==> config.mk <==
export PLATFORM = sky130hd
export DESIGN_NAME = jtag_ir_decode_flat
export DESIGN_NICKNAME = d
export VERILOG_FILES = /design/src/rtl/jtag_ir_decode_pkg.sv /design/src/rtl/jtag_ir_decode_if.sv /design/src/rtl/jtag_ir_opdec.sv /design/src/rtl/jtag_ir_decode.sv /design/src/flat_wrapper.sv
export SDC_FILE = /design/constraint.sdc
export NUM_CORES = 1
export LEC_CHECK = 0
export ABC_AREA = 1
export BUFFER_PORTS_ARGS = -buffer_cell sky130_fd_sc_hd__buf_4
export CAP_MARGIN = 5
export CORE_AREA = 2 2 39 41
export CTS_CLUSTER_DIAMETER = 200
export DETAILED_ROUTE_END_ITERATION = 10
export DIE_AREA = 0 0 41 43
export GPL_ROUTABILITY_DRIVEN = 0
export PLACE_DENSITY = 0.56
export SETUP_SLACK_MARGIN = 0.1
export SLEW_MARGIN = 0
export SYNTH_ARGS = -nofsm -noshare
export SYNTH_HDL_FRONTEND = slang
export SYNTH_SLANG_ARGS = --single-unit
==> constraint.sdc <==
create_clock -name TCK -period 1.22 [get_ports TCK]
set_input_delay 0.122 -clock TCK [delete_from_list [all_inputs] [get_ports TCK]]
set_output_delay 0.122 -clock TCK [all_outputs]
set_load 0.01 [all_outputs]
==> src/rtl/jtag_ir_decode_pkg.sv <==
// Shared opcode, DR-select and capture constants for the JTAG instruction register.
// Opcodes are given as integers and are zero-extended to the configured IR length.
package jtag_ir_decode_pkg;

  localparam int unsigned OP_EXTEST = 0;
  localparam int unsigned OP_IDCODE = 1;
  localparam int unsigned OP_SAMPLE = 2;
  localparam int unsigned OP_BIST   = 3;

  // The bypass opcode is all ones at any IR length. Any opcode that is not
  // listed above also decodes as bypass.
  localparam logic [1:0] IR_CAPTURE = 2'b01;

  typedef enum logic [1:0] {
    SEL_BP   = 2'b00,
    SEL_ID   = 2'b01,
    SEL_BS   = 2'b10,
    SEL_BIST = 2'b11
  } dr_sel_e;

endpackage

==> src/rtl/jtag_ir_decode_if.sv <==
// Connection between the TAP controller (strobes and TDI) and the instruction register.
// The IR drives the DR-select, mode and debug outputs back over the same bundle.
interface jtag_ir_decode_if #(
  parameter int IR_WIDTH = 4
);
  logic                TLR;
  logic                Capture_IR;
  logic                Shift_IR;
  logic                Update_IR;
  logic                TDI;
  logic                IR_TDO;
  logic [1:0]          DR_Sel;
  logic                Extest_Mode;
  logic                Bist_Start;
  logic [IR_WIDTH-1:0] Active_IR;

  modport master (
    output TLR, Capture_IR, Shift_IR, Update_IR, TDI,
    input  IR_TDO, DR_Sel, Extest_Mode, Bist_Start, Active_IR
  );

  modport slave (
    input  TLR, Capture_IR, Shift_IR, Update_IR, TDI,
    output IR_TDO, DR_Sel, Extest_Mode, Bist_Start, Active_IR
  );
endinterface

==> src/rtl/jtag_ir_opdec.sv <==
// Pure combinational opcode decoder that maps an opcode to the DR-mux select and the EXTEST mode.
// Unknown opcodes select the bypass register.
module jtag_ir_opdec
  import jtag_ir_decode_pkg::*;
#(
  parameter int IR_WIDTH = 4
) (
  input  logic [IR_WIDTH-1:0] opcode,
  output dr_sel_e             dr_sel,
  output logic                extest_mode
);

  localparam logic [IR_WIDTH-1:0] EXTEST_CODE = IR_WIDTH'(OP_EXTEST);
  localparam logic [IR_WIDTH-1:0] SAMPLE_CODE = IR_WIDTH'(OP_SAMPLE);
  localparam logic [IR_WIDTH-1:0] IDCODE_CODE = IR_WIDTH'(OP_IDCODE);
  localparam logic [IR_WIDTH-1:0] BIST_CODE   = IR_WIDTH'(OP_BIST);

  always_comb begin
    // NOTE: default every output before branching so that no path leaves an output unassigned and no latch is inferred.
    dr_sel      = SEL_BP;
    extest_mode = 1'b0;
    if (opcode == EXTEST_CODE) begin
      dr_sel      = SEL_BS;
      extest_mode = 1'b1;
    end else if (opcode == SAMPLE_CODE) begin
      dr_sel = SEL_BS;
    end else if (opcode == IDCODE_CODE) begin
      dr_sel = SEL_ID;
    end else if (opcode == BIST_CODE) begin
      dr_sel = SEL_BIST;
    end
  end

endmodule

==> src/rtl/jtag_ir_decode.sv <==
// JTAG instruction register: serial shift register, active (shadow) opcode, and a BIST start pulse.
// The active opcode is decoded into the DR-mux select and the EXTEST mode.
module jtag_ir_decode
  import jtag_ir_decode_pkg::*;
#(
  parameter int IR_WIDTH = 4
) (
  input logic             TCK,
  input logic             TRST_n,
  jtag_ir_decode_if.slave bus
);

  localparam logic [IR_WIDTH-1:0] CAPTURE_VAL = IR_WIDTH'(IR_CAPTURE);
  localparam logic [IR_WIDTH-1:0] IDCODE_VAL  = IR_WIDTH'(OP_IDCODE);
  localparam logic [IR_WIDTH-1:0] BIST_VAL    = IR_WIDTH'(OP_BIST);

  logic [IR_WIDTH-1:0] shift_reg;
  logic [IR_WIDTH-1:0] active_ir;
  logic                bist_start;
  dr_sel_e             dr_sel;
  logic                extest_mode;

  // Strobe priority is TLR > Update_IR > Capture_IR > Shift_IR. Because of
  // this, the active opcode only changes on TLR or Update_IR, and DR_Sel
  // stays stable while a scan is in progress.
  always_ff @(posedge TCK or negedge TRST_n) begin
    if (!TRST_n) begin
      shift_reg  <= CAPTURE_VAL;
      active_ir  <= IDCODE_VAL;
      bist_start <= 1'b0;
    end else begin
      // NOTE: sequential state uses non-blocking assignments only, so every register samples pre-edge values.
      bist_start <= 1'b0;
      if (bus.TLR) begin
        active_ir <= IDCODE_VAL;
      end else if (bus.Update_IR) begin
        active_ir  <= shift_reg;
        bist_start <= (shift_reg == BIST_VAL);
      end else if (bus.Capture_IR) begin
        shift_reg <= CAPTURE_VAL;
      end else if (bus.Shift_IR) begin
        shift_reg <= {bus.TDI, shift_reg[IR_WIDTH-1:1]};
      end
    end
  end

  jtag_ir_opdec #(.IR_WIDTH(IR_WIDTH)) u_opdec (
    .opcode      (active_ir),
    .dr_sel      (dr_sel),
    .extest_mode (extest_mode)
  );

  assign bus.IR_TDO      = shift_reg[0];
  assign bus.DR_Sel      = dr_sel;
  assign bus.Extest_Mode = extest_mode;
  assign bus.Bist_Start  = bist_start;
  assign bus.Active_IR   = active_ir;

endmodule

==> src/flat_wrapper.sv <==
// flat-port wrapper written by rule: the top's interface ports become plain ports
module jtag_ir_decode_flat import jtag_ir_decode_pkg::*;
#(
  parameter int IR_WIDTH = 4
)
  (TCK, TRST_n, bus_TLR, bus_Capture_IR, bus_Shift_IR, bus_Update_IR, bus_TDI, bus_IR_TDO, bus_DR_Sel, bus_Extest_Mode, bus_Bist_Start, bus_Active_IR);
  jtag_ir_decode_if #(.IR_WIDTH(IR_WIDTH)) bus_i ();
  input logic TCK;
  input logic TRST_n;
  input wire logic [$bits(bus_i.TLR)-1:0] bus_TLR;
  input wire logic [$bits(bus_i.Capture_IR)-1:0] bus_Capture_IR;
  input wire logic [$bits(bus_i.Shift_IR)-1:0] bus_Shift_IR;
  input wire logic [$bits(bus_i.Update_IR)-1:0] bus_Update_IR;
  input wire logic [$bits(bus_i.TDI)-1:0] bus_TDI;
  output wire logic [$bits(bus_i.IR_TDO)-1:0] bus_IR_TDO;
  output wire logic [$bits(bus_i.DR_Sel)-1:0] bus_DR_Sel;
  output wire logic [$bits(bus_i.Extest_Mode)-1:0] bus_Extest_Mode;
  output wire logic [$bits(bus_i.Bist_Start)-1:0] bus_Bist_Start;
  output wire logic [$bits(bus_i.Active_IR)-1:0] bus_Active_IR;
  assign bus_i.TLR = bus_TLR;
  assign bus_i.Capture_IR = bus_Capture_IR;
  assign bus_i.Shift_IR = bus_Shift_IR;
  assign bus_i.Update_IR = bus_Update_IR;
  assign bus_i.TDI = bus_TDI;
  assign bus_IR_TDO = bus_i.IR_TDO;
  assign bus_DR_Sel = bus_i.DR_Sel;
  assign bus_Extest_Mode = bus_i.Extest_Mode;
  assign bus_Bist_Start = bus_i.Bist_Start;
  assign bus_Active_IR = bus_i.Active_IR;
  jtag_ir_decode #(.IR_WIDTH(IR_WIDTH)) u_core (.TCK(TCK), .TRST_n(TRST_n), .bus(bus_i));
endmodule
==> results of run 1 <==
stage by stage:
step                      setup WS [ps]  setup TNS, ps  hold WS, ps  power [mW]
after CTS                          21.2              0         84.5       0.747
final                              2.98              0         85.8       0.745
after floorplan                     272              0         -174       0.421
after detailed placement            278              0        -47.3       0.497
after global routing              -33.2          -35.7         91.2       0.792
after global placement              269              0        -47.4       0.496
routing by layer:
metal / vias up / track usage
li1: 216 / -
met1: 187 / 0.147
met2: 14 / 0.203
met3: 2 / 0.0314
met4: 0 / 0.120
met5: - / 0
layout by cell type (no fill, tap or decap), drive strengths merged:
cell | netlist | final
buf | 0 | 19
nand2 | 13 | 13
inv | 12 | 12
nand3 | 8 | 8
dfrtp | 7 | 7
nor2 | 7 | 7
clkbuf | 0 | 4
o21ai | 3 | 3
dfstp | 2 | 2
nor3 | 1 | 1
a21oi | 1 | 1
o211ai | 1 | 1
dlygate4sd3 | 0 | 1
layout make-up:
cell class,instances,share of cell area
repair buffers,20,0.233
clock buffers,4,0.0401
multi-input cells,34,0.281
inverters,12,0.0687
well taps,16,0.0305
flip-flops and latches,9,0.347
power by group:
group	switching, mW	internal (mW)	leakage [nW]
Sequential	0.0219	0.328	0.117
Combinational	0.0817	0.0830	0.215
Clock	0.104	0.126	0.0150
worst paths after layout:
| kind | from | endpoint | cells past startpoint |
|---|---|---|---|
| min in group asynchronous | TRST_n | u_core.bus.Bist_Start | 2 |
| max reg2reg | u_core.bus.Active_IR[0] | u_core.bus.Active_IR[0] | 4 |
| min reg2reg | u_core.shift_reg[0] | u_core.shift_reg[0] | 2 |
| min | bus_Update_IR | u_core.bus.Active_IR[0] | 2 |
| max in group asynchronous | TRST_n | u_core.shift_reg[0] | 2 |
| max | u_core.bus.Active_IR[0] | bus_DR_Sel[0] | 3 |
worst max-delay path, delay by kind of cell, from the launching register on:
kind          cells  cell delay (ps)
buf+inv           2              170
flops             1              570
simple gates      1               90
cell families (layout without fill, tap and decap cells):
logic type             count (synthesis)  in the layout  synth area share
buffers and inverters                 12             36             0.101
DFF                                    9              9             0.513
and+or+nand+nor                       29             29             0.299
AOI/OAI and AO/OA                      5              5            0.0873
timing repair:
action                     4_1_cts  5_1_grt
gates resized for setup          5        1
hold buffers                     1        0
pin swaps                        3        1
hold endpoints to repair         9        0
setup endpoints to repair        3        3
buffers inserted                 3        1
==> impl_metrics.json, run 1 <==
{
  "die_w_um": 41,
  "routed_wl_um": 941,
  "post-route-period-util": 0.998,
  "cts_tree": "done",
  "clock_sinks": 9,
  "async_reset_ff_frac": 1.00,
  "yosys-top-cells-area": "dfrtp_1 39%, dfstp_2 12%, inv_1 9.3%",
  "ys_ff_latch": 9,
  "wl_met1_um": 390,
  "synth_edf_count": 0,
  "hpwl_um": 670,
  "wl_per_cell_um": 9.91,
  "die_y_um": 43,
  "synth-seq-area-share": 0.513,
  "utilization": 0.474,
  "fillers": 156,
  "cts_htree_levels": 1,
  "setup_viol": 0,
  "wl_met3_um": 53,
  "post-route-min-period_ps": 1220,
  "clk_pin_slew_ps": 60,
  "cp.required_ps": 1100,
  "grt_setup_unrepaired": "yes",
  "top_layer_used": "met4",
  "clock_path_buffers": 2,
  "drive_gt1_frac": 0.456,
  "root_buffer": "clkbuf_4",
  "status": "finished, final reports clean",
  "syn_area_um2": 444,
  "fmax_mhz": 822,
  "cp_slowest_cell": "dfstp_2",
  "slowest_delay_ps": 570,
  "rrSetupSlack_ps": 160,
  "wl_met2_um": 487,
  "synthCells": 55,
  "vias_per_cell": 4.41,
  "io_pins": 16,
  "worstMarginPinSlew_ps": 165,
  "grt.overflow.total": 0,
  "cp_cell_sequence": "inv_2, nor2_1, buf_4",
  "place_inst": 86,
  "synth_nets": 62,
  "crit_fanout": 4,
  "fp.coreArea_um2": 1380,
  "syn_to_final_growth_pct": 47.6,
  "grt_pass1_vias": 379,
  "finalHoldViolations": 0,
  "dpl_cell_area_um2": 577,
  "end_kind": "primary output",
  "nets": 87,
  "start_kind": "flop",
  "grt_use_total": 0.135,
  "fin_area_um2": 656,
  "vias": 419,
  "synthTopCellsByCount": "11 x inv_1, 11 x nand2_1, 8 x nand3_1",
  "seq_area_um2": 228,
  "cts_buffers": 3,
  "synth_ff_type": "dfrtp_1",
  "finalNonFillerCells": 95,
  "diodes": 0,
  "leakage_nw": 0.347,
  "final-max-slew-violation-count": 0,
  "antenna_found_initial": 0,
  "drt_iter0_markers": 3,
  "irDropWorstVdd_mv": 0.538,
  "initial_core_util": 0.321,
  "cp_data_arrival_time_ps": 1100,
  "multi_input_comb_area_um2": 184,
  "min_path_type": "in2reg",
  "grt_pass1_wl_um": 1520,
  "io_buffers": 15,
  "first_pass_iters": 2,
  "ys_warn_count": 0,
  "ant_nets": 0,
  "slew_headroom": 0.890,
  "syn_area_per_cell_um2": 8.08,
  "cap_violations": 0,
  "dieArea_um2": 1760,
  "synth_top_area_cell": "dfrtp_1",
  "clk_latency_ps": 260,
  "std_cell_rows": 14,
  "fin_skew_ps": 4.91,
  "synth_cell_types": 13,
  "powerDensity_nw_per_um2": 1140,
  "drc_errors": 0,
  "synth_top_area_share": 0.394,
  "crit_type": "reg2out",
  "grt_max_degree": 10
}
Note: power is estimated with default switching activity, not from simulation.
==> run 2, diff against run 1 <==
--- a/config.mk
+++ b/config.mk
@@ -13,8 +13,7 @@
 export DETAILED_ROUTE_END_ITERATION = 10
 export DIE_AREA = 0 0 41 43
 export GPL_ROUTABILITY_DRIVEN = 0
-export PLACE_DENSITY = 0.56
-export SETUP_SLACK_MARGIN = 0.1
+export SETUP_SLACK_MARGIN = 0.4
 export SLEW_MARGIN = 0
 export SYNTH_ARGS = -nofsm -noshare
 export SYNTH_HDL_FRONTEND = slang
==> run 2 against run 1 <==
Against the previous run:
- via count rose by 5.0%
- count of clock-buffer cells in the layout did not move
- sequential cell count did not move
- critical path type unchanged
==> impl_metrics.json, run 2 (synthesis gave the netlist of run 1 again) <==
{
  "wl_per_cell_um": 9.16,
  "drive_gt1_frac": 0.549,
  "grt_pass1_vias": 418,
  "pre_cts_ws_ps": 246,
  "routed_wl_um": 898,
  "path_delay_family": "flip-flops",
  "crit_fanout": 4,
  "post-route-period-util": 0.984,
  "powerDensity_nw_per_um2": 1050,
  "final_common_cell": "buf_4",
  "cp_data_arrival_time_ps": 1080,
  "std_cell_rows": 14,
  "post-route-min-period_ps": 1200,
  "internal_power_mw": 0.566,
  "layout_common_cells": "13 x buf_4, 9 x buf_6, 8 x inv_1, 8 x nand3_1, 8 x nand2_1",
  "whs_path_depth": 2,
  "status": "finished, final reports clean",
  "irDropWorstVdd_mv": 0.500,
  "die_w_um": 41,
  "comb_power_share": 0.267,
  "rrSetupSlack_ps": 230,
  "setup_viol": 0,
  "clk_latency_ps": 250,
  "utilization": 0.533,
  "pwr-share-seq": 0.454,
  "vias_per_cell": 4.49,
  "fin_tns_setup_ps": 0,
  "cp.required_ps": 1100,
  "dieArea_um2": 1760,
  "worstHoldStart": "bus_Update_IR",
  "final-max-slew-violation-count": 0,
  "holdPathEnd": "u_core.bus.Active_IR[0]",
  "start_kind": "flop",
  "fillers": 134,
  "min_path_type": "in2reg",
  "root_buffer": "clkbuf_4",
  "slew_headroom": 0.890,
  "cts_htree_levels": 1,
  "r2r_end": "u_core.bus.Active_IR[0]",
  "first_pass_iters": 4,
  "swShare": 0.271,
  "cp_slowest_cell": "dfstp_2",
  "finalHoldViolations": 0,
  "vias": 440,
  "fmax_mhz": 833,
  "initial_core_util": 0.321,
  "syn_to_final_growth_pct": 66.2,
  "ant_nets": 0,
  "fin_skew_ps": 2.48,
  "diodes": 0,
  "slowest_delay_ps": 590,
  "cts_tree": "done",
  "clock_sinks": 9,
  "total_power_mw": 0.776,
  "end_kind": "primary output",
  "grt_max_degree": 10,
  "hpwl_um": 706,
  "fin_ws_ps": 19.3,
  "io_buffers": 15,
  "grt_setup_unrepaired": "yes",
  "clock_power_share": 0.279,
  "cap_violations": 0,
  "cp_cell_sequence": "inv_2, nor2_2, buf_4",
  "clk_pin_slew_ps": 60,
  "antenna_found_initial": 0,
  "grt.overflow.total": 0,
  "clock_path_buffers": 2,
  "drc_errors": 0,
  "die_y_um": 43,
  "crit_type": "reg2out",
  "worstMarginPinSlew_ps": 165,
  "leakage_nw": 0.377,
  "netSwitchingPower_mw": 0.211,
  "cp_num_buf_inv": 2,
  "fp.coreArea_um2": 1380,
  "drt_iter0_markers": 8,
  "worst_r2r_path_depth": 3,
  "grt_use_total": 0.133,
  "nets": 90,
  "cts_buffers": 3,
  "io_pins": 16,
  "grt_pass1_wl_um": 1580,
  "reg2reg_from": "u_core.bus.Active_IR[0]"
}
## run 2: cell types whose count changed in the layout (fill, tap and decap cells not counted), moves of 2 or more
| cell | before | now |
|---|---|---|
| buf_4 | 19 | 13 |
| buf_6 | 0 | 9 |
| nand2_1 | 10 | 8 |
| nor2_1 | 6 | 4 |
| nor2_2 | 0 | 2 |
## run 2: worst max path at each step
stage / start / endpoint / slack, ps / cells after the start
after floorplan: u_core.bus.Active_IR[2] / bus_Extest_Mode / 330 / 3
after global placement: u_core.bus.Active_IR[2] / bus_Extest_Mode / 270 / 4
after detailed placement: u_core.bus.Active_IR[2] / bus_Extest_Mode / 250 / 4
after CTS: u_core.bus.Active_IR[0] / bus_DR_Sel[0] / 20 / 3
after global routing: u_core.bus.Active_IR[0] / bus_DR_Sel[0] / -40 / 3
final: u_core.bus.Active_IR[0] / bus_DR_Sel[0] / 20 / 3
## run 2: per-stage QoR
step / cells / area (um2) / hold slack (ps)
floorplan: 55 / 470 / -174
global placement: 86 / 603 / -47.4
detailed placement: 86 / 603 / -48.2
CTS: 97 / 711 / 93.5
global route: 98 / 738 / 119
finish: 98 / 738 / 116
## run 2: power by group through the flow
stage | logic, mW | clock network (mW) | registers [mW]
6_report | 0.207 | 0.217 | 0.352
5_1_grt | 0.230 | 0.249 | 0.355
4_1_cts | 0.193 | 0.227 | 0.351
3_5_place_dp | 0.156 | 0 | 0.356
3_3_place_gp | 0.155 | 0 | 0.355
2_1_floorplan | 0.0769 | 0 | 0.358
## run 2: layout make-up
| class | count | area (um2) | share of cell area |
|---|---|---|---|
| Timing Repair Buffer | 23 | 209 | 0.283 |
| Multi-Input combinational cell | 34 | 209 | 0.283 |
| Inverter | 12 | 45.0 | 0.0610 |
| Sequential cell | 9 | 229 | 0.310 |
| Tap cell | 16 | 20.0 | 0.0271 |
| Clock buffer | 4 | 26.3 | 0.0356 |
## run 2: worst reg2reg max path, stage by stage (launching register included)
cell	delay [ps]
dfstp_2	590
inv_2	50
buf_4	120
o211ai_1	150
## run 2: repair_timing
item	in CTS	in global routing
gates cloned	0	0
buffers inserted	6	1
endpoints found under the setup margin	10	12
endpoints found under the hold margin	9	0
pin swaps	1	1
gates resized for setup	7	6
hold buffers	1	0
## run 2: metal layers
metal | up-vias | GRT usage | wire, um
met1 | 196 | 0.151 | 352
met5 | - | 0 | 0
li1 | 227 | - | -
met3 | 2 | 0.0314 | 56
met4 | 0 | 0.0600 | 6
met2 | 15 | 0.222 | 482
==> run 3, diff against run 2 <==
==> constraint.sdc (replaced) <==
create_clock -name TCK -period 1.22 [get_ports TCK]
set_input_delay 0 -clock TCK [delete_from_list [all_inputs] [get_ports TCK]]
set_output_delay 0 -clock TCK [all_outputs]
set_load 0.01 [all_outputs]
==> run 3 against run 2 <==
Against the previous run:
- largest power group unchanged
- clock skew is 2.9 ps higher
- die area stayed put
- clock power hardly changed
- critical path type unchanged
- worst setup slack better by 150 ps
- critical path depth stayed put
- highest routed layer is now met3
- sequential share of layout area is 1.5 points higher
- combinational power is 8% lower
==> impl_metrics.json, run 3 (synthesis gave the netlist of run 1 again) <==
{
  "cp.required_ps": 1220,
  "die_y_um": 43,
  "final_common_cell": "buf_4",
  "cp_slowest_cell": "dfstp_2",
  "finalNonFillerCells": 97,
  "status": "finished, final reports clean",
  "netSwitchingPower_mw": 0.208,
  "irDropWorstVdd_mv": 0.440,
  "grt_use_total": 0.124,
  "nets": 89,
  "cap_violations": 0,
  "place_inst": 86,
  "io_pins": 16,
  "internal_power_mw": 0.552,
  "grt.overflow.total": 0,
  "leakage_nw": 0.364,
  "pre_cts_ws_ps": 380,
  "grt_pass1_vias": 384,
  "path_delay_family": "flip-flops",
  "vias": 417,
  "cts_tree": "done",
  "whs_ps": 19.0,
  "cp_num_buf_inv": 2,
  "pwr-share-seq": 0.459,
  "cts_buffers": 3,
  "drive_gt1_frac": 0.481,
  "start_kind": "flop",
  "drt_iter0_markers": 6,
  "fin_ws_ps": 165,
  "root_buffer": "clkbuf_4",
  "die_w_um": 41,
  "routed_wl_um": 933,
  "crit_type": "reg2out",
  "antenna_found_initial": 0,
  "fmax_mhz": 947,
  "wl_per_cell_um": 9.62,
  "powerDensity_nw_per_um2": 1090,
  "fin_tns_setup_ps": 0,
  "cp_cell_sequence": "inv_2, nor2_1, buf_4",
  "post-route-period-util": 0.865,
  "swShare": 0.273,
  "worstMarginPinSlew_ps": 170,
  "final-max-slew-violation-count": 0,
  "clock_sinks": 9,
  "post-route-min-period_ps": 1060,
  "grt_setup_unrepaired": "yes",
  "setup_viol": 0,
  "comb_power_share": 0.251,
  "std_cell_rows": 14,
  "crit_fanout": 4,
  "clk_latency_ps": 250,
  "ant_nets": 0,
  "clock_power_share": 0.290,
  "syn_to_final_growth_pct": 57.5,
  "hpwl_um": 654,
  "diodes": 0,
  "vias_per_cell": 4.30,
  "slowest_delay_ps": 570,
  "finalHoldViolations": 0,
  "clock_path_buffers": 2,
  "fin_skew_ps": 5.36,
  "first_pass_iters": 3,
  "min_path_type": "in2reg",
  "cts_htree_levels": 1,
  "seq_area_um2": 228,
  "layout_common_cells": "17 x buf_4, 9 x nand2_1, 8 x inv_1, 8 x nand3_1, 7 x dfrtp_1",
  "cp_data_arrival_time_ps": 1060,
  "grt_max_degree": 10,
  "fp.coreArea_um2": 1380,
  "clk_pin_slew_ps": 60,
  "multi_input_comb_area_um2": 199,
  "drc_errors": 0,
  "dieArea_um2": 1760,
  "slew_headroom": 0.886,
  "initial_core_util": 0.321,
  "end_kind": "primary output",
  "io_buffers": 15,
  "grt_pass1_wl_um": 1460,
  "fillers": 146
}
run 3: final timing paths:
kind / cells past startpoint / slack (ps) / startpoint / end
setup / recovery: 3 / 160 / u_core.bus.Active_IR[0] / bus_DR_Sel[0]
hold / removal: 4 / 20 / bus_Capture_IR / u_core.shift_reg[3]
setup reg to reg: 3 / 240 / u_core.bus.Active_IR[0] / u_core.bus.Active_IR[0]
hold reg to reg: 2 / 510 / u_core.shift_reg[3] / u_core.shift_reg[3]
max in group asynchronous: 2 / 890 / TRST_n / u_core.bus.Active_IR[0]
min in group asynchronous: 2 / 110 / TRST_n / u_core.bus.Active_IR[2]
run 3: worst register-to-register path, stage by stage (launching register included):
cell and delay [ps]:
dfstp_2 570, inv_2 50, buf_4 120, o211ai_1 160
run 3: per-layer routing:
| metal | global-route usage | vias up | wire [um] | share of wire |
|---|---|---|---|---|
| met2 | 0.194 | 14 | 507 | 0.54 |
| li1 | - | 221 | - | - |
| met4 | 0.0800 | 0 | 0 | 0 |
| met1 | 0.140 | 182 | 367 | 0.39 |
| met5 | 0 | - | 0 | 0 |
| met3 | 0.0314 | 0 | 58 | 0.062 |
run 3: power groups by stage:
stage | clock network (mW) | registers [mW] | logic, mW
6_report | 0.220 | 0.349 | 0.191
5_1_grt | 0.245 | 0.352 | 0.211
4_1_cts | 0.228 | 0.348 | 0.173
3_5_place_dp | 0 | 0.352 | 0.144
3_3_place_gp | 0 | 0.351 | 0.144
2_1_floorplan | 0 | 0.354 | 0.0661
run 3: through the flow:
step,power [mW],utilization,instance area [um2]
after detailed placement,0.496,0.417,577
final,0.760,0.505,699
after global placement,0.495,0.417,577
after CTS,0.750,0.480,664
after floorplan,0.421,-,444
after global routing,0.809,0.505,699
run 3: layout make-up:
| class | count | share of cell area |
|---|---|---|
| timing repair buffer | 22 | 0.259 |
| multi-input combinational | 34 | 0.284 |
| inverter | 12 | 0.0644 |
| tap | 16 | 0.0286 |
| sequential | 9 | 0.326 |
| clock buffer | 4 | 0.0376 |
run 3: repair_timing:
item                                   4_1_cts  5_1_grt
gates resized for setup                      6        7
setup buffers                                4        1
cloned                                       0        0
endpoints found under the hold margin       10        0
pin swaps                                    2        3
setup endpoints to repair                    6        9
hold buffers                                 2        0
